**src/rtl/muldiv_div_core_if.sv**
```systemverilog
// muldiv_div_core_if: start/done handshake, operands and result of the divider core.
interface muldiv_div_core_if #(
  parameter int WIDTH = 32
) ();

  logic             start_i;
  logic             flush_i;
  logic [1:0]       op_i;
  logic [WIDTH-1:0] dividend_i;
  logic [WIDTH-1:0] divisor_i;
  logic             sign_a_i;
  logic             sign_b_i;
  logic [5:0]       ab_status_i;
  logic             busy_o;
  logic             done_o;
  logic [WIDTH-1:0] result_o;

  // Operand-conditioning side: issues operations and collects results.
  modport master (
    output start_i, flush_i, op_i, dividend_i, divisor_i, sign_a_i, sign_b_i, ab_status_i,
    input  busy_o, done_o, result_o
  );

  // Divider side.
  modport slave (
    input  start_i, flush_i, op_i, dividend_i, divisor_i, sign_a_i, sign_b_i, ab_status_i,
    output busy_o, done_o, result_o
  );

endinterface

```
**src/rtl/muldiv_div_core.sv**
```systemverilog
// muldiv_div_core: iterative radix-2 restoring divider for RV32M DIV/DIVU/REM/REMU.
// Operands arrive as magnitudes (signed ops) or raw values (unsigned ops); the
// original sign bits restore RISC-V signs at the end. One quotient bit per cycle.
module muldiv_div_core #(
  parameter int WIDTH = 32
) (
  input  logic             clk_i,
  input  logic             reset_i,
  muldiv_div_core_if.slave div_if
);

  localparam int               CNT_W    = $clog2(WIDTH) + 1;
  localparam logic [CNT_W-1:0] CNT_INIT = CNT_W'(WIDTH);
  localparam logic [CNT_W-1:0] CNT_ONE  = {{(CNT_W-1){1'b0}}, 1'b1};

  typedef enum logic [1:0] {
    ST_IDLE = 2'b00,
    ST_CALC = 2'b01,
    ST_SIGN = 2'b10,
    ST_DONE = 2'b11
  } state_t;

  state_t           state_r, state_s;
  logic [1:0]       op_r;
  logic             sign_a_r, sign_b_r;
  logic [WIDTH-1:0] divisor_r, rem_r, quo_r;
  logic [CNT_W-1:0] cnt_r;
  logic             busy_r, done_r;
  logic [WIDTH-1:0] result_r;

  logic             launch_s, fast_s;
  logic [WIDTH-1:0] fast_result_s, sign_result_s;
  logic [WIDTH:0]   rem_shift_s, sub_s;
  logic             ge_s;
  logic [WIDTH-1:0] rem_next_s, quo_next_s;
  logic             signed_op_s;
  logic             unused_bits_s;

  // Two's-complement negation when en is set, pass-through otherwise.
  function automatic logic [WIDTH-1:0] negate(input logic [WIDTH-1:0] v, input logic en);
    negate = en ? (~v + {{(WIDTH-1){1'b0}}, 1'b1}) : v;
  endfunction

  // Flush in IDLE suppresses a simultaneous start; zero operands skip the iteration.
  assign launch_s    = (state_r == ST_IDLE) && div_if.start_i && !div_if.flush_i;
  assign fast_s      = div_if.ab_status_i[3] | div_if.ab_status_i[0];
  assign signed_op_s = ~op_r[0];

  // One restoring step: shift in the next dividend bit, subtract when it fits.
  assign rem_shift_s = {rem_r, quo_r[WIDTH-1]};
  assign sub_s       = rem_shift_s - {1'b0, divisor_r};
  assign ge_s        = (rem_shift_s >= {1'b0, divisor_r});
  assign rem_next_s  = ge_s ? sub_s[WIDTH-1:0] : rem_shift_s[WIDTH-1:0];
  assign quo_next_s  = {quo_r[WIDTH-2:0], ge_s};

  // Status flags other than A0/B0 and the subtractor carry-out are not needed here.
  assign unused_bits_s = ^{div_if.ab_status_i[5:4], div_if.ab_status_i[2:1], sub_s[WIDTH]};

  // Fast-path result: divide by zero gives all ones / original A, zero dividend gives 0.
  always_comb begin
    fast_result_s = {WIDTH{1'b0}};
    if (div_if.ab_status_i[3]) begin
      if (div_if.op_i[1]) begin
        fast_result_s = negate(div_if.dividend_i, ~div_if.op_i[0] & div_if.sign_a_i);
      end else begin
        fast_result_s = {WIDTH{1'b1}};
      end
    end else begin
      fast_result_s = {WIDTH{1'b0}};
    end
  end

  // Sign fix-up: quotient negated on differing signs, remainder follows the dividend.
  always_comb begin
    sign_result_s = {WIDTH{1'b0}};
    if (op_r[1]) begin
      sign_result_s = negate(rem_r, signed_op_s & sign_a_r);
    end else begin
      sign_result_s = negate(quo_r, signed_op_s & (sign_a_r ^ sign_b_r));
    end
  end

  // Next-state logic for IDLE -> CALC -> SIGN -> DONE -> IDLE.
  always_comb begin
    state_s = state_r;
    case (state_r)
      ST_IDLE: begin
        if (launch_s) begin
          state_s = fast_s ? ST_DONE : ST_CALC;
        end else begin
          state_s = ST_IDLE;
        end
      end
      ST_CALC: begin
        if (div_if.flush_i) begin
          state_s = ST_IDLE;
        end else if (cnt_r == CNT_ONE) begin
          state_s = ST_SIGN;
        end else begin
          state_s = ST_CALC;
        end
      end
      ST_SIGN: begin
        if (div_if.flush_i) begin
          state_s = ST_IDLE;
        end else begin
          state_s = ST_DONE;
        end
      end
      ST_DONE: state_s = ST_IDLE;
      default: state_s = ST_IDLE;
    endcase
  end

  // State register.
  always_ff @(posedge clk_i) begin
    if (reset_i) begin
      state_r <= ST_IDLE;
    end else begin
      state_r <= state_s;
    end
  end

  // Operand capture on launch and the shift/subtract datapath while calculating.
  always_ff @(posedge clk_i) begin
    if (reset_i) begin
      op_r      <= 2'b00;
      sign_a_r  <= 1'b0;
      sign_b_r  <= 1'b0;
      divisor_r <= {WIDTH{1'b0}};
      rem_r     <= {WIDTH{1'b0}};
      quo_r     <= {WIDTH{1'b0}};
      cnt_r     <= {CNT_W{1'b0}};
    end else begin
      case (state_r)
        ST_IDLE: begin
          if (launch_s) begin
            op_r      <= div_if.op_i;
            sign_a_r  <= div_if.sign_a_i;
            sign_b_r  <= div_if.sign_b_i;
            divisor_r <= div_if.divisor_i;
            rem_r     <= {WIDTH{1'b0}};
            quo_r     <= div_if.dividend_i;
            cnt_r     <= CNT_INIT;
          end
        end
        ST_CALC: begin
          rem_r <= rem_next_s;
          quo_r <= quo_next_s;
          cnt_r <= cnt_r - CNT_ONE;
        end
        default: begin
          cnt_r <= cnt_r;
        end
      endcase
    end
  end

  // Registered outputs; result only changes on the way into DONE.
  always_ff @(posedge clk_i) begin
    if (reset_i) begin
      busy_r   <= 1'b0;
      done_r   <= 1'b0;
      result_r <= {WIDTH{1'b0}};
    end else begin
      busy_r <= (state_s == ST_CALC) || (state_s == ST_SIGN);
      done_r <= (state_s == ST_DONE);
      if (launch_s && fast_s) begin
        result_r <= fast_result_s;
      end else if ((state_r == ST_SIGN) && !div_if.flush_i) begin
        result_r <= sign_result_s;
      end else begin
        result_r <= result_r;
      end
    end
  end

  assign div_if.busy_o   = busy_r;
  assign div_if.done_o   = done_r;
  assign div_if.result_o = result_r;

endmodule

```
**src/flat_wrapper.sv**
```systemverilog
// flat-port wrapper written by rule: the top's interface ports become plain ports
module muldiv_div_core_flat 
#(
  parameter int WIDTH = 32
)
  (clk_i, reset_i, div_if_start_i, div_if_flush_i, div_if_op_i, div_if_dividend_i, div_if_divisor_i, div_if_sign_a_i, div_if_sign_b_i, div_if_ab_status_i, div_if_busy_o, div_if_done_o, div_if_result_o);
  muldiv_div_core_if #(.WIDTH(WIDTH)) div_if_i ();
  input  logic clk_i;
  input  logic reset_i;
  input wire logic [$bits(div_if_i.start_i)-1:0] div_if_start_i;
  input wire logic [$bits(div_if_i.flush_i)-1:0] div_if_flush_i;
  input wire logic [$bits(div_if_i.op_i)-1:0] div_if_op_i;
  input wire logic [$bits(div_if_i.dividend_i)-1:0] div_if_dividend_i;
  input wire logic [$bits(div_if_i.divisor_i)-1:0] div_if_divisor_i;
  input wire logic [$bits(div_if_i.sign_a_i)-1:0] div_if_sign_a_i;
  input wire logic [$bits(div_if_i.sign_b_i)-1:0] div_if_sign_b_i;
  input wire logic [$bits(div_if_i.ab_status_i)-1:0] div_if_ab_status_i;
  output wire logic [$bits(div_if_i.busy_o)-1:0] div_if_busy_o;
  output wire logic [$bits(div_if_i.done_o)-1:0] div_if_done_o;
  output wire logic [$bits(div_if_i.result_o)-1:0] div_if_result_o;
  assign div_if_i.start_i = div_if_start_i;
  assign div_if_i.flush_i = div_if_flush_i;
  assign div_if_i.op_i = div_if_op_i;
  assign div_if_i.dividend_i = div_if_dividend_i;
  assign div_if_i.divisor_i = div_if_divisor_i;
  assign div_if_i.sign_a_i = div_if_sign_a_i;
  assign div_if_i.sign_b_i = div_if_sign_b_i;
  assign div_if_i.ab_status_i = div_if_ab_status_i;
  assign div_if_busy_o = div_if_i.busy_o;
  assign div_if_done_o = div_if_i.done_o;
  assign div_if_result_o = div_if_i.result_o;
  muldiv_div_core #(.WIDTH(WIDTH)) u_core (.clk_i(clk_i), .reset_i(reset_i), .div_if(div_if_i));
endmodule
```
**config.mk**
```make
export PLATFORM = sky130hd
export DESIGN_NAME = muldiv_div_core_flat
export DESIGN_NICKNAME = d
export VERILOG_FILES = /design/src/rtl/muldiv_div_core_if.sv /design/src/rtl/muldiv_div_core.sv /design/src/flat_wrapper.sv
export SDC_FILE = /design/constraint.sdc
export NUM_CORES = 1
export LEC_CHECK = 0
export ABC_AREA = 1
export CAP_MARGIN = 15
export CORE_MARGIN = 3
export CORE_UTILIZATION = 40
export CTS_BUF_LIST = sky130_fd_sc_hd__clkbuf_8
export DETAILED_ROUTE_END_ITERATION = 16
export PLACE_DENSITY = 0.57
export SLEW_MARGIN = 0
export SYNTH_ARGS = -nofsm -noshare
export SYNTH_HDL_FRONTEND = slang
export SYNTH_SLANG_ARGS = --single-unit
```
**constraint.sdc**
```tcl
create_clock -name clk_i -period 3.4 [get_ports clk_i]
set_input_delay 0.68 -clock clk_i [delete_from_list [all_inputs] [get_ports clk_i]]
set_output_delay 0.68 -clock clk_i [all_outputs]
set_load 0.03 [all_outputs]
```
==> results of run 1 <==
-- routing by layer --
metal	part of all wire, %	vias up	GRT usage, %
li1	-	6718	-
met3	5.1	26	3.604
met1	49	5897	36.28
met4	1.3	0	5.237
met2	44	319	40.07
met5	0	-	0
-- per-stage QoR --
| stage | instance area, um^2 | util (%) | total power [mW] | instances | worst slack (ps) |
|---|---|---|---|---|---|
| floorplan | 11660 | - | 3.571 | 2019 | 1425 |
| global placement | 13030 | 46.14 | 4.246 | 2449 | 589.4 |
| detailed placement | 13030 | 46.14 | 4.262 | 2449 | 554.4 |
| CTS | 13400 | 47.44 | 5.657 | 2480 | 773.0 |
| global route | 13400 | 47.44 | 6.061 | 2480 | 496.7 |
| finish | 13400 | 47.44 | 5.631 | 2480 | 709.1 |
-- worst reg2reg max path: stages (launching register included) --
cell and delay (ps):
dfxtp_1 470, ha_1 360, nand2_2 140, inv_2 40
a21oi_2 150, nor2_1 50, nor2_1 170, nand2_1 140
nor2_4 340, buf_4 370, nand3_1 120, nand3_1 130
a21oi_1 70
-- registers in the layout, summed over array words and instances, names as in the netlist --
signal / count
u_core.div_if.result_o: 32
u_core.divisor_r: 32
u_core.quo_r: 32
u_core.rem_r: 32
u_core.cnt_r: 6
u_core.op_r: 2
u_core.state_r: 2
u_core.div_if.busy_o: 1
u_core.div_if.done_o: 1
u_core.sign_a_r: 1
u_core.sign_b_r: 1
-- cells in the mapped netlist, types with 2 or more instances --
master and instances:
nand4_1 19, nor3_4 2, xor2_1 3, nor2_4 3, nor2_2 9, o21ai_0 151, a21oi_1 193, inv_2 6
o21ai_1 5, buf_6 6, o22ai_1 7, buf_2 19, a31oi_1 14, nand2_2 10, a22oi_1 30, nand3b_1 10
nand3_2 8, o21bai_1 2, or2_2 3, ha_1 38, o211ai_1 7, dfxtp_1 142, nand3_1 213, clkbuf_1 49
nor3_1 18, nand2_1 571, buf_4 2, buf_1 5, and2_1 7, clkinv_1 2, xnor2_1 15, nor2_1 161
o31ai_1 3, inv_1 273
-- how the worst max path moves through the flow --
stage,start,endpoint,depth (start not counted)
6_report,u_core.rem_r[27],u_core.rem_r[26],12
3_5_place_dp,div_if_dividend_i[0],u_core.div_if.result_o[18],12
2_1_floorplan,div_if_flush_i,u_core.div_if.busy_o,8
3_3_place_gp,div_if_dividend_i[0],u_core.div_if.result_o[18],12
4_1_cts,u_core.rem_r[27],u_core.rem_r[28],12
5_1_grt,u_core.rem_r[27],u_core.rem_r[31],12
-- layout make-up --
| class | count | area, um^2 |
|---|---|---|
| Tap cell | 378 | 473.0 |
| Inverter | 281 | 1055 |
| Sequential cell | 142 | 2843 |
| Multi-Input combinational cell | 1515 | 7397 |
| Timing Repair Buffer | 133 | 1261 |
| Fill cell | 3073 | 14840 |
| Clock inverter | 14 | 133.9 |
| Clock buffer | 17 | 234.0 |
-- cell families (layout without fill, tap and decap cells) --
| group | count (synthesis) | count (layout) |
|---|---|---|
| XOR/XNOR | 18 | 18 |
| adder cells (fa/ha/maj) | 39 | 39 |
| buffers and inverters | 362 | 445 |
| flip-flops | 142 | 142 |
| AND/OR/NAND/NOR | 1038 | 1038 |
| AO/OA/AOI/OAI | 420 | 420 |
-- power by group through the flow --
| stage | combinational, mW | clock [mW] | sequential (mW) |
|---|---|---|---|
| after CTS | 2.37 | 1.42 | 1.86 |
| after global routing | 2.69 | 1.49 | 1.88 |
| after floorplan | 1.62 | 0 | 1.95 |
| after global placement | 2.34 | 0 | 1.90 |
| after detailed placement | 2.36 | 0 | 1.90 |
| final | 2.39 | 1.38 | 1.86 |
==> results.cfg, run 1 <==
[logic_synthesis]
synthMuxAreaShare_pct = 0
synth_compound_area_share_pct = 19.38
synth_top_family_by_area = simple AND/OR/NAND/NOR gates
synth_fa_ha_area_share_pct = 4.249
ys_types = 47
synthCells = 2019
syn_area_mm2 = 0.01166
yosys.area_share.simple_pct = 38.33
ys_ff_latch = 142
ys_warn_count = 0
ys_seq_area_share_pct = 24.38
postSynth.asyncResetShare_pct = 0
synth_edf_count = 0
yosys.area.top_type = dfxtp_1
syn-num-nets = 2136
syn_area_per_cell_um2 = 5.775
netlist_top_cells_area = dfxtp_1 (24%), nand2_1 (18%), nand3_1 (9.1%), inv_1 (8.8%), a21oi_1 (8.3%)
yosys_most_used_dff = dfxtp_1
synthXorXnorAreaFrac_pct = 1.352
synth_top_area_share_pct = 24.38

[grt]
grt_overflow = 0
track_usage_pct = 25.16
grt_max_degree = 75
antenna_found_initial = 0
grt_pass1_wl_um = 62800
grt_pass1_vias = 11750

[routing]
post-route-drc-count = 0
ant_nets = 0
dr.first_iter.drc_count = 918
wl_um = 39420
vias = 12960
vias_per_cell = 5.226
wl_per_cell_um = 15.90
drt_pass1_iterations = 5

[run]
drv_cap = 0

[worst_setup_path]
criticalPathCategory = reg2reg
reg2reg_depth = 12
cpPeakStageDelay_ps = 470
rrSetupSlack_ps = 710
path_cells = ha_1 > nand2_2 > inv_2 > a21oi_2 > nor2_1 > nor2_1 > nand2_1 > nor2_4 > buf_4 > nand3_1 > nand3_1 > a21oi_1
critPathArrivalTime_ps = 2990
start_kind = flip-flop
reg2reg_to = u_core.rem_r[26]
cp.required_ps = 3700
critical_path_peak_fanout = 23
crit_family = simple AND/OR/NAND/NOR gates
worstReg2RegStart = u_core.rem_r[27]
critPathSlowestCell = dfxtp_1
cp-end-kind = flip-flop
critPathBufInv = 2

[power_and_ir_drop]
p_int_mw = 3.166
seq_power_share_pct = 33.1
comb_power_share_pct = 42.4
clkPwrFrac_pct = 24.5
ir_drop_v = 0.0002260
powerDensity_mw_per_mm2 = 420.4
swShare_pct = 43.78
power.leakage_nw = 6.267
power_switching_mw = 2.466

[die]
die_w_um = 176.7
core_mm2 = 0.02824
rows = 61
die_area_mm2 = 0.03124
start_util_pct = 41.29
die_h_um = 176.7
io_pins = 112

[clock_network]
cts_buffers = 17
ctsHtreeMaxLevel = 4
holdBufCountCts = 0
cts_tree = yes
clk_pin_slew_ps = 100
clock_path_buffers = 2
postCtsSetupRepairBufs = 0
cts_num_sinks = 142
clock_latency_ps = 470
ctsResizeCount = 0
cts-root-buf = clkbuf_8

[cells_and_area]
drive_gt1_share_pct = 5.138
final_common_cell = nand2_1
diodes = 0
num-nets-final = 2207
final_cell_mix = nand2_1 (571), inv_1 (272), nand3_1 (212), a21oi_1 (193), nor2_1 (159)
area_delta_synth_final_pct = 14.89

[timing]
slew_headroom_pct = 40.50
rsz0062_at_grt = no
fin_skew_ps = 25.09
post-route-min-period_ps = 2691
hold_slack_ps = 459.5
final-hold-violation-count = 0
final_max_slew_viol_count = 0
tns_ps = 0
setup_viol = 0
min_period_over_period_pct = 79.14
clock.fmax_mhz = 371.6
tightestPinTransition_ps = 891.5

[outcome]
status = completed

[worst_hold_path]
holdPathEnd = u_core.divisor_r[29]
holdPathStages = 2
min_from = u_core.divisor_r[29]
hp-class = reg2reg

[placement]
dp_hpwl_um = 30810
place_congestion = 0.9595
port_buffers = 107
Power figures use the tool's default switching activity.
==> run 2: changes to the inputs <==
PLACE_DENSITY = 0.59   (was 0.57)
clock period = 2.2 ns   (was 3.4 ns; I/O delays follow)
==> run 2 against run 1 <==
Compared with the run above:
- combinational power grew 100%
- register-to-register slack worse by 690 ps
- total power up 75%
- critical endpoint unchanged
- final cell count is 6.3% higher
- highest routed layer unchanged
==> results.cfg, run 2 (synthesis gave the netlist of run 1 again) <==
[outcome]
status = completed

[grt]
grt_pass1_wl_um = 64230
antenna_found_initial = 0
grt_overflow = 0
track_usage_pct = 25.49
grt_max_degree = 76
grt_pass1_vias = 12290

[die]
rows = 61
die_area_mm2 = 0.03124
start_util_pct = 41.29
io_pins = 112
core_mm2 = 0.02824
die_w_um = 176.7
die_h_um = 176.7

[routing]
ant_nets = 0
vias_per_cell = 5.174
vias = 13640
wl_per_cell_um = 15.69
dr.first_iter.drc_count = 1228
wl_um = 41350
post-route-drc-count = 0
drt_pass1_iterations = 6

[cells_and_area]
layoutNonFillerInstCount = 2636
final_cell_mix = nand2_1 (518), inv_1 (256), nand3_1 (204), a21oi_1 (187), buf_4 (158)
fin_area_mm2 = 0.01569
fin_util_pct = 55.55
area_delta_synth_final_pct = 34.53
multi_input_area_mm2 = 0.008175
seqCellArea_mm2 = 0.002869
final_common_cell = nand2_1
fillers = 2934
diodes = 0
drive_gt1_share_pct = 18.78
num-nets-final = 2362

[power_and_ir_drop]
power.total_mw = 9.860
ir_drop_v = 0.0004687
powerDensity_mw_per_mm2 = 628.6
power.leakage_nw = 7.321

[clock_network]
cts_num_sinks = 142
clock_latency_ps = 470
cts-root-buf = clkbuf_8
clock_path_buffers = 2
holdBufCountCts = 0
cts_tree = yes
cts_buffers = 17
ctsHtreeMaxLevel = 4
clk_pin_slew_ps = 100

[worst_setup_path]
reg2reg_depth = 14
cp-end-kind = flip-flop
criticalPathCategory = reg2reg
worstReg2RegStart = u_core.divisor_r[0]
critPathArrivalTime_ps = 2570
start_kind = flip-flop
cp.required_ps = 2580
rrSetupSlack_ps = 20
reg2reg_to = u_core.rem_r[26]
critical_path_peak_fanout = 4

[worst_hold_path]
holdPathStages = 2
hp-class = reg2reg
min_from = u_core.divisor_r[24]
holdPathEnd = u_core.divisor_r[24]

[timing]
setup_viol = 0
final_max_slew_viol_count = 0
slew_headroom_pct = 42.61
setup_ws_ps = 17.24
clock.fmax_mhz = 458.1
tightestPinTransition_ps = 860.9
final-hold-violation-count = 0
hold_slack_ps = 475.8
rsz0062_at_grt = yes
fin_skew_ps = 18.69
tns_ps = 0
min_period_over_period_pct = 99.22
post-route-min-period_ps = 2183

[placement]
dp_hpwl_um = 31210
place_inst = 2582
place_ws_ps = -195.8
dpl-instance-area_mm2 = 0.01423
place_congestion = 0.9612
port_buffers = 107

[run]
drv_cap = 0
run 2: changes by cell type in the layout (fill, tap and decap cells not counted), sizes merged:
cell      delta
clkinvlp     -1
buf        +150
inv          +2
clkbuf       +5
run 2: layer usage:
metal / track usage [%] / part of all wire, % / vias up / wire length [um]
li1: - / - / 7039 / -
met1: 36.85 / 49 / 6252 / 20140
met2: 41.30 / 45 / 322 / 18720
met3: 2.982 / 4.9 / 26 / 2029
met4: 4.615 / 1.1 / 0 / 461
met5: 0 / 0 / - / 0
run 2: what timing repair did:
action,CTS,global route
endpoints found under the setup margin,33,49
gates cloned,0,6
pin swaps,1,35
buffers inserted,0,16
hold endpoints to repair,0,0
resized for setup,12,182
run 2: cell type report:
| type | instances | area share [%] |
|---|---|---|
| flip-flops and latches | 142 | 18.29 |
| clock buffers | 17 | 1.492 |
| inverters | 281 | 6.724 |
| multi-input cells | 1515 | 52.12 |
| repair buffers | 288 | 17.40 |
| clock inverters | 15 | 0.9651 |
| well taps | 378 | 3.015 |
run 2: worst max-delay path by stage:
stage                    startpoint                         end  slack (ps)  cells after the start
2_1_floorplan       u_core.rem_r[7]             u_core.rem_r[2]         290                     12
3_3_place_gp   div_if_dividend_i[6]  u_core.div_if.result_o[30]        -170                     11
3_5_place_dp   div_if_dividend_i[6]  u_core.div_if.result_o[30]        -200                     11
4_1_cts        u_core.divisor_r[26]             u_core.rem_r[0]           2                     13
5_1_grt        u_core.divisor_r[26]             u_core.rem_r[7]         -90                     14
6_report        u_core.divisor_r[0]            u_core.rem_r[26]          20                     14
run 2: power by group:
part           total [mW]  switching, mW  internal [mW]
Sequential           2.89          0.137           2.75
Clock                2.20           1.26          0.933
Combinational        4.78           2.83           1.95
Total                9.86           4.23           5.63
run 2: critical path, stage by stage, from the launching register on:
cell and delay [ps]:
dfxtp_1 420, ha_2 220, inv_2 60, fa_2 380
nand2_1 100, nand3_2 110, nand2_1 80, nand2_1 70
nand2_2 140, nand2_1 70, nand2_1 70, nand2_1 100
nand2_4 80, nand3_2 60, a21oi_2 140
